### src/rtl/mips_multicycle_control.sv
// Main control FSM for the multi-cycle MIPS datapath: sequences fetch/decode/execute
// and drives every datapath select, write enable and the 3-bit ALU control code.
module mips_multicycle_control #(
    parameter logic [5:0] OP_RTYPE = 6'b000000,
    parameter logic [5:0] OP_LW    = 6'b100011,
    parameter logic [5:0] OP_SW    = 6'b101011,
    parameter logic [5:0] OP_BEQ   = 6'b000100,
    parameter logic [5:0] OP_ADDI  = 6'b001000,
    parameter logic [5:0] OP_J     = 6'b000010
) (
    input  logic       clk,
    input  logic       rst_n,
    input  logic [5:0] opcode,
    input  logic [5:0] funct,
    input  logic       zero,
    output logic       pcen,
    output logic       iord,
    output logic       memwrite,
    output logic       irwrite,
    output logic       regdst,
    output logic       memtoreg,
    output logic       regwrite,
    output logic       alusrca,
    output logic [1:0] alusrcb,
    output logic [1:0] pcsrc,
    output logic [2:0] alucontrol,
    output logic       instr_done,
    output logic       illegal,
    output logic [3:0] state
);

    typedef enum logic [3:0] {
        S_FETCH   = 4'd0,
        S_DECODE  = 4'd1,
        S_MEMADR  = 4'd2,
        S_MEMRD   = 4'd3,
        S_MEMWB   = 4'd4,
        S_MEMWR   = 4'd5,
        S_EXECUTE = 4'd6,
        S_ALUWB   = 4'd7,
        S_BRANCH  = 4'd8,
        S_ADDIEX  = 4'd9,
        S_ADDIWB  = 4'd10,
        S_JUMP    = 4'd11
    } state_t;

    state_t     state_r;
    state_t     next_s;
    logic       pcwrite_s;
    logic       branch_s;
    logic       iord_s;
    logic       memwrite_s;
    logic       irwrite_s;
    logic       regdst_s;
    logic       memtoreg_s;
    logic       regwrite_s;
    logic       alusrca_s;
    logic [1:0] alusrcb_s;
    logic [1:0] pcsrc_s;
    logic [2:0] alucontrol_s;
    logic       done_s;
    logic       illegal_s;

    // State register; reset aborts any instruction in flight and returns to FETCH.
    always_ff @(posedge clk or negedge rst_n) begin
        if (!rst_n) begin
            state_r <= S_FETCH;
        end else begin
            state_r <= next_s;
        end
    end

    // Next-state and control decode from the current state (plus opcode/funct where sampled).
    always_comb begin
        next_s       = S_FETCH;
        pcwrite_s    = 1'b0;
        branch_s     = 1'b0;
        iord_s       = 1'b0;
        memwrite_s   = 1'b0;
        irwrite_s    = 1'b0;
        regdst_s     = 1'b0;
        memtoreg_s   = 1'b0;
        regwrite_s   = 1'b0;
        alusrca_s    = 1'b0;
        alusrcb_s    = 2'b00;
        pcsrc_s      = 2'b00;
        alucontrol_s = 3'b010;
        done_s       = 1'b0;
        illegal_s    = 1'b0;
        case (state_r)
            S_FETCH: begin
                alusrcb_s = 2'b01;
                irwrite_s = 1'b1;
                pcwrite_s = 1'b1;
                next_s    = S_DECODE;
            end
            S_DECODE: begin
                // Branch target is precomputed here so BRANCH only has to compare.
                alusrcb_s = 2'b11;
                case (opcode)
                    OP_LW, OP_SW: next_s = S_MEMADR;
                    OP_RTYPE:     next_s = S_EXECUTE;
                    OP_BEQ:       next_s = S_BRANCH;
                    OP_ADDI:      next_s = S_ADDIEX;
                    OP_J:         next_s = S_JUMP;
                    default: begin
                        next_s    = S_FETCH;
                        illegal_s = 1'b1;
                        done_s    = 1'b1;
                    end
                endcase
            end
            S_MEMADR: begin
                alusrca_s = 1'b1;
                alusrcb_s = 2'b10;
                if (opcode == OP_LW) begin
                    next_s = S_MEMRD;
                end else begin
                    next_s = S_MEMWR;
                end
            end
            S_MEMRD: begin
                iord_s = 1'b1;
                next_s = S_MEMWB;
            end
            S_MEMWB: begin
                memtoreg_s = 1'b1;
                regwrite_s = 1'b1;
                done_s     = 1'b1;
            end
            S_MEMWR: begin
                iord_s     = 1'b1;
                memwrite_s = 1'b1;
                done_s     = 1'b1;
            end
            S_EXECUTE: begin
                alusrca_s = 1'b1;
                next_s    = S_ALUWB;
                // Unknown funct flags illegal but still completes as an add.
                case (funct)
                    6'b100000: alucontrol_s = 3'b010;
                    6'b100010: alucontrol_s = 3'b110;
                    6'b100100: alucontrol_s = 3'b000;
                    6'b100101: alucontrol_s = 3'b001;
                    6'b101010: alucontrol_s = 3'b111;
                    default: begin
                        alucontrol_s = 3'b010;
                        illegal_s    = 1'b1;
                    end
                endcase
            end
            S_ALUWB: begin
                regdst_s   = 1'b1;
                regwrite_s = 1'b1;
                done_s     = 1'b1;
            end
            S_BRANCH: begin
                alusrca_s    = 1'b1;
                alucontrol_s = 3'b110;
                pcsrc_s      = 2'b01;
                branch_s     = 1'b1;
                done_s       = 1'b1;
            end
            S_ADDIEX: begin
                alusrca_s = 1'b1;
                alusrcb_s = 2'b10;
                next_s    = S_ADDIWB;
            end
            S_ADDIWB: begin
                regwrite_s = 1'b1;
                done_s     = 1'b1;
            end
            S_JUMP: begin
                pcsrc_s   = 2'b10;
                pcwrite_s = 1'b1;
                done_s    = 1'b1;
            end
            default: begin
                illegal_s = 1'b1;
                next_s    = S_FETCH;
            end
        endcase
    end

    // Enables and pulses are held off while reset is asserted; selects keep FETCH values.
    assign pcen       = rst_n & (pcwrite_s | (branch_s & zero));
    assign irwrite    = rst_n & irwrite_s;
    assign regwrite   = rst_n & regwrite_s;
    assign memwrite   = rst_n & memwrite_s;
    assign instr_done = rst_n & done_s;
    assign illegal    = rst_n & illegal_s;
    assign iord       = iord_s;
    assign regdst     = regdst_s;
    assign memtoreg   = memtoreg_s;
    assign alusrca    = alusrca_s;
    assign alusrcb    = alusrcb_s;
    assign pcsrc      = pcsrc_s;
    assign alucontrol = alucontrol_s;
    assign state      = state_r;

endmodule

### config.mk
export PLATFORM = sky130hd
export DESIGN_NAME = mips_multicycle_control
export DESIGN_NICKNAME = d
export VERILOG_FILES = /design/src/rtl/mips_multicycle_control.sv
export SDC_FILE = /design/constraint.sdc
export NUM_CORES = 1
export LEC_CHECK = 0
export ABC_AREA = 1
export CORE_UTILIZATION = 35
export CTS_CLUSTER_SIZE = 28
export DETAILED_ROUTE_END_ITERATION = 6
export PLACE_DENSITY = 0.74
export SETUP_SLACK_MARGIN = 0.05
export SYNTH_ARGS = -nofsm -noshare
export SYNTH_HDL_FRONTEND = slang
export SYNTH_SLANG_ARGS = --single-unit
### constraint.sdc
create_clock -name clk -period 2.6 [get_ports clk]
set_input_delay 0.26 -clock clk [delete_from_list [all_inputs] [get_ports clk]]
set_output_delay 0.26 -clock clk [all_outputs]
set_load 0.05 [all_outputs]
* Word level (Yosys, flattened, before mapping)
Cells that the tools add are included.
Operators by class: multiplexer cells 20, reductions and logical operators 12, bitwise gates (word level) 8, equal/unequal tests 21
Operators by type and width (number):
- == test 6 bit (second input constant) | 7
- case mux 4 bit (6 select lines) | 1
- case mux 4 bit (5 select lines) | 1
- == test 4 x 3 -> 1 bit (second input constant) | 4
- == test 4 bit (second input constant) | 4
- case mux 3 bit (4 select lines) | 1
- OR reduction 6 bit | 2
- two-way mux 1 bit | 11
- OR reduction 10 bit | 1
- == test 4 x 2 -> 1 bit (second input constant) | 2
- OR reduction 2 bit | 4
- bitwise AND 1 bit | 7
- == test 6 x 2 -> 1 bit (second input constant) | 1
- == test 6 x 3 -> 1 bit (second input constant) | 1
- == test 6 x 4 -> 1 bit (second input constant) | 1
- zero test 6 bit | 1
- case mux 2 bit (3 select lines) | 1
- case mux 3 bit (2 select lines) | 1
- OR reduction 5 bit | 1
- == test 4 x 1 -> 1 bit (second input constant) | 1
- zero test 4 bit | 1
- case mux 2 bit (2 select lines) | 1
- OR reduction 4 bit | 1
- two-way mux 3 bit | 1
- other kinds (4) | 4
Storage, ports and cells: word-level logic and storage cells 62, register bits 4, input port bits 15

* Logic depth before layout (Yosys ltp)
depth after elaboration 5, depth in mapped cells 8

* Worst setup path before layout
OpenSTA, ideal clock, no wires.
path kind register -> output, start register state_r[0], in the netlist state[0], end output regwrite, setup slack -0.167 ns, data arrival time 2.507 ns, cell stages (with the launch flop) 5, required time 2.340 ns, cell sequence dfrtp_1 > nand2_1 > nor2_1 > nor2_1 > a21oi_1
Between the ends: longest elaborated chain between the ends 4
RTL lines:
- start: declaration | RTL line 47 | state_t state_r;
- start signal: assignment | RTL line 69 | state_r <= next_s;
- == test 4 bit or == test 4 x 3 -> 1 bit (tied branches) | RTL line 90 | case (state_r)
- OR reduction 3 bit (no line) (*)
- two-way mux 1 bit (*) | RTL line 90
- bitwise AND 1 bit (*) | RTL line 188 | assign regwrite = rst_n & regwrite_s;
- end: declaration | RTL line 22 | output logic regwrite,
Every way passes the cells marked *; elsewhere a longest branch is shown, timed or not.

* Final worst setup path
start register state_r[3], in the netlist state[3], end output alucontrol[2]
Between the ends: longest elaborated chain between the ends 2
RTL lines:
- == test 4 bit or == test 4 x 3 -> 1 bit (tied branches) | RTL line 90
- case mux 3 bit (2 select lines) (*) | RTL line 90
- end: declaration | RTL line 26 | output logic [2:0] alucontrol,
Marks and branches as above.

==> flow_summary.ini <==
[sta]
rsz0062_at_grt = false
period_share_pct = 92.65
setup_tns_ns = 0
hold_viol = 0
slew_headroom_pct = 65.83
skew_ns = 0.004576
worst_pin_slew_ns = 0.5109
fmax_ghz = 0.4151
worst_slack_ns = 0.1912
maxSlewViolCount = 0
setup_viol = 0
period_minus_slack_ns = 2.409

[detailed_routing]
vias = 780
wirelength_mm = 1.589
drt_iter0_drc = 9
wl_per_cell_um = 10.12
drc = 0
viasPerCell = 4.968
first_pass_iters = 4
ant_nets = 0

[setup_path]
critPathTopFamily = buffers and inverters
cpPeakStageDelay_ns = 0.82
regToRegSetupSlack_ns = 1.37
slowest_stage = clkdlybuf4s50_1
crit_cells = 6
path_max_fanout = 7
rr_endpoint = state[2]$_DFF_PN0_
arrival_ns = 2.15
path_cells = inv_1 > nand2_2 > nor2_4 > nand4_1 > o21ai_0 > clkdlybuf4s50_1
r2r_cells = 5
timing.rr.start = state[3]$_DFF_PN0_
crit_type = reg -> out
start_kind = register
worst_setup_path_end_kind = output pin
required_ns = 2.34
cp.buffers_inverters = 2

[global_routing]
grt.total_usage_pct = 21.06
antenna_found_initial = 0
overflow = 0
grt_pass1_wl_mm = 2.925
grt_start_max_net_pins = 8
first_global_vias = 706

[power]
pwr-share-clk_pct = 9.5
peakVddDrop_mv = 0.4479
power_frac_seq_pct = 13.0
cellInternalPower_w = 0.0003307
switching_share_pct = 59.12
cellPowerDensity_mw_per_mm2 = 841.8
p_sw_w = 0.0004782
combPwrFrac_pct = 77.5
leakagePower_nw = 0.4562

[yosys]
synth-seq-cells = 4
yosys-top-cells-count = 26 x nor2_1, 19 x inv_1, 13 x nand3_1
yosysUniqueCellTypes = 22
async_reset_ff_share_pct = 100.0
synth.avg_cell_area_sq_um = 5.576
synthesis.nets = 118
yosysMostFrequentCell = nor2_1
yosys_warnings = 0
synth_seq_area_share_pct = 17.43
yosysTopAreaCellShare_pct = 17.43
synth_enable_flop_cells = 0
netlist_instances = 103
synth_ff_type = dfrtp_1
netlist.top_cell.by_area = dfrtp_1
synthesis.area_sq_um = 574.3
synth.area.top_cells = dfrtp_1 17%, nor2_1 17%, inv_1 12%, nand3_1 11%, nand2_1 7.8%

[floorplanning]
core-area_sq_mm = 0.001524
ioPinCount = 36
die_height_um = 42.51
die_area_sq_mm = 0.001807
start_util_pct = 37.68
fp.dieW_um = 42.51
placementRows = 14

[cts]
clock_path_buffers = 2
path_clk_slew_ns = 0.04
cts-root-buf = clkbuf_4
cts_made_buffers = 3
numClockSinks = 4
cts-resized-gates = 0
cts_tree = yes
clock_latency_ns = 0.23
htreeDepth = 1
ctsHoldBuffers = 0
cts_setup_buffers = 0

[placed_design]
pre_cts_slack_ns = 0.3395
portBuffers = 35
hpwlAfterDp_mm = 1.366
place.gp.congestion = 0.8036

[final_layout]
fin_nets = 158
multiInputGateArea_sq_um = 402.9
area_growth_pct = 67.32
regArea_sq_um = 100.1
n_fill_cell = 144
largest_reg_flops = 4
layout-drive-gt1-share_pct = 13.48
fin_util_pct = 63.05
diodes = 0

[hold_path]
min_path_type = in -> async

[status]
status = finished, final reports clean

[flow_run]
maxCapViolCount = 0
worst max path at each step:
stage	from	to	slack (ns)
3_5_place_dp	funct[1]	alucontrol[2]	0.34
5_1_grt	state[3]$_DFF_PN0_	alucontrol[2]	0.06
3_3_place_gp	funct[1]	alucontrol[2]	0.39
6_report	state[3]$_DFF_PN0_	alucontrol[2]	0.19
2_1_floorplan	state[3]$_DFF_PN0_	pcen	0.06
4_1_cts	state[0]$_DFF_PN0_	alucontrol[2]	0.20
area by class of cell:
cell class	instances	share of cell area, %
repair buffers	35	35.42
multi-input cells	79	41.93
inverters	20	7.812
clock buffers	3	2.344
flip-flops and latches	4	10.42
well taps	16	2.083
cell usage in the layout (no fill, tap or decap):
| cell type | n |
|---|---|
| a211oi_1 | 1 |
| a21oi_1 | 2 |
| a21oi_2 | 1 |
| a31oi_1 | 1 |
| buf_4 | 4 |
| clkbuf_4 | 3 |
| clkdlybuf4s50_1 | 31 |
| dfrtp_1 | 4 |
| inv_1 | 19 |
| inv_2 | 1 |
| nand2_1 | 12 |
| nand2_2 | 2 |
| nand2_4 | 1 |
| nand3_1 | 13 |
| nand3_2 | 1 |
| nand4_1 | 2 |
| nor2_1 | 26 |
| nor2_2 | 4 |
| nor2_4 | 1 |
| nor2_8 | 1 |
| nor3_1 | 1 |
| nor4_1 | 1 |
| o211ai_1 | 1 |
| o21ai_0 | 6 |
| o21ai_1 | 1 |
| o22ai_1 | 1 |
metrics by stage:
stage,power (W),instance area (sq um),hold WS [ns],cells
after global routing,0.0008657,960.9,0.2568,157
after floorplan,0.0005454,578.1,-0.03559,103
final,0.0008089,960.9,0.2396,157
after detailed placement,0.0007321,938.4,0.4919,154
after CTS,0.0008118,960.9,0.2432,157
after global placement,0.0007323,938.4,0.4772,154
per-layer routing:
metal / part of all wire, % / track usage, % / vias to the layer above
met4: 1.8 / 9.375 / 0
met2: 49 / 34.46 / 28
li1: - / - / 412
met5: 0 / 0 / -
met1: 43 / 27.42 / 336
met3: 6.3 / 2.586 / 4
logic make-up (layout without fill, tap and decap cells):
group | count (synthesis) | in the layout | share of synthesized area, %
simple gates | 65 | 65 | 55.99
flops | 4 | 4 | 17.43
compound gates | 14 | 14 | 13.51
buf+inv | 20 | 58 | 13.07
worst reg2reg max path, cell delays in order, from the launching register on:
cell	delay [ns]
dfrtp_1	0.46
nor2_2	0.17
inv_2	0.10
nor2_1	0.19
o21ai_0	0.12
o211ai_1	0.11
power by group through the flow:
stage                     combinational (W)  sequential, W  clock (W)
after floorplan                    0.000393       0.000152          0
after global placement             0.000628       0.000104          0
after detailed placement           0.000627       0.000105          0
after CTS                          0.000629       0.000104  0.0000787
after global routing               0.000674       0.000108  0.0000836
final                              0.000627       0.000105  0.0000772
Power figures use the tool's default switching activity.
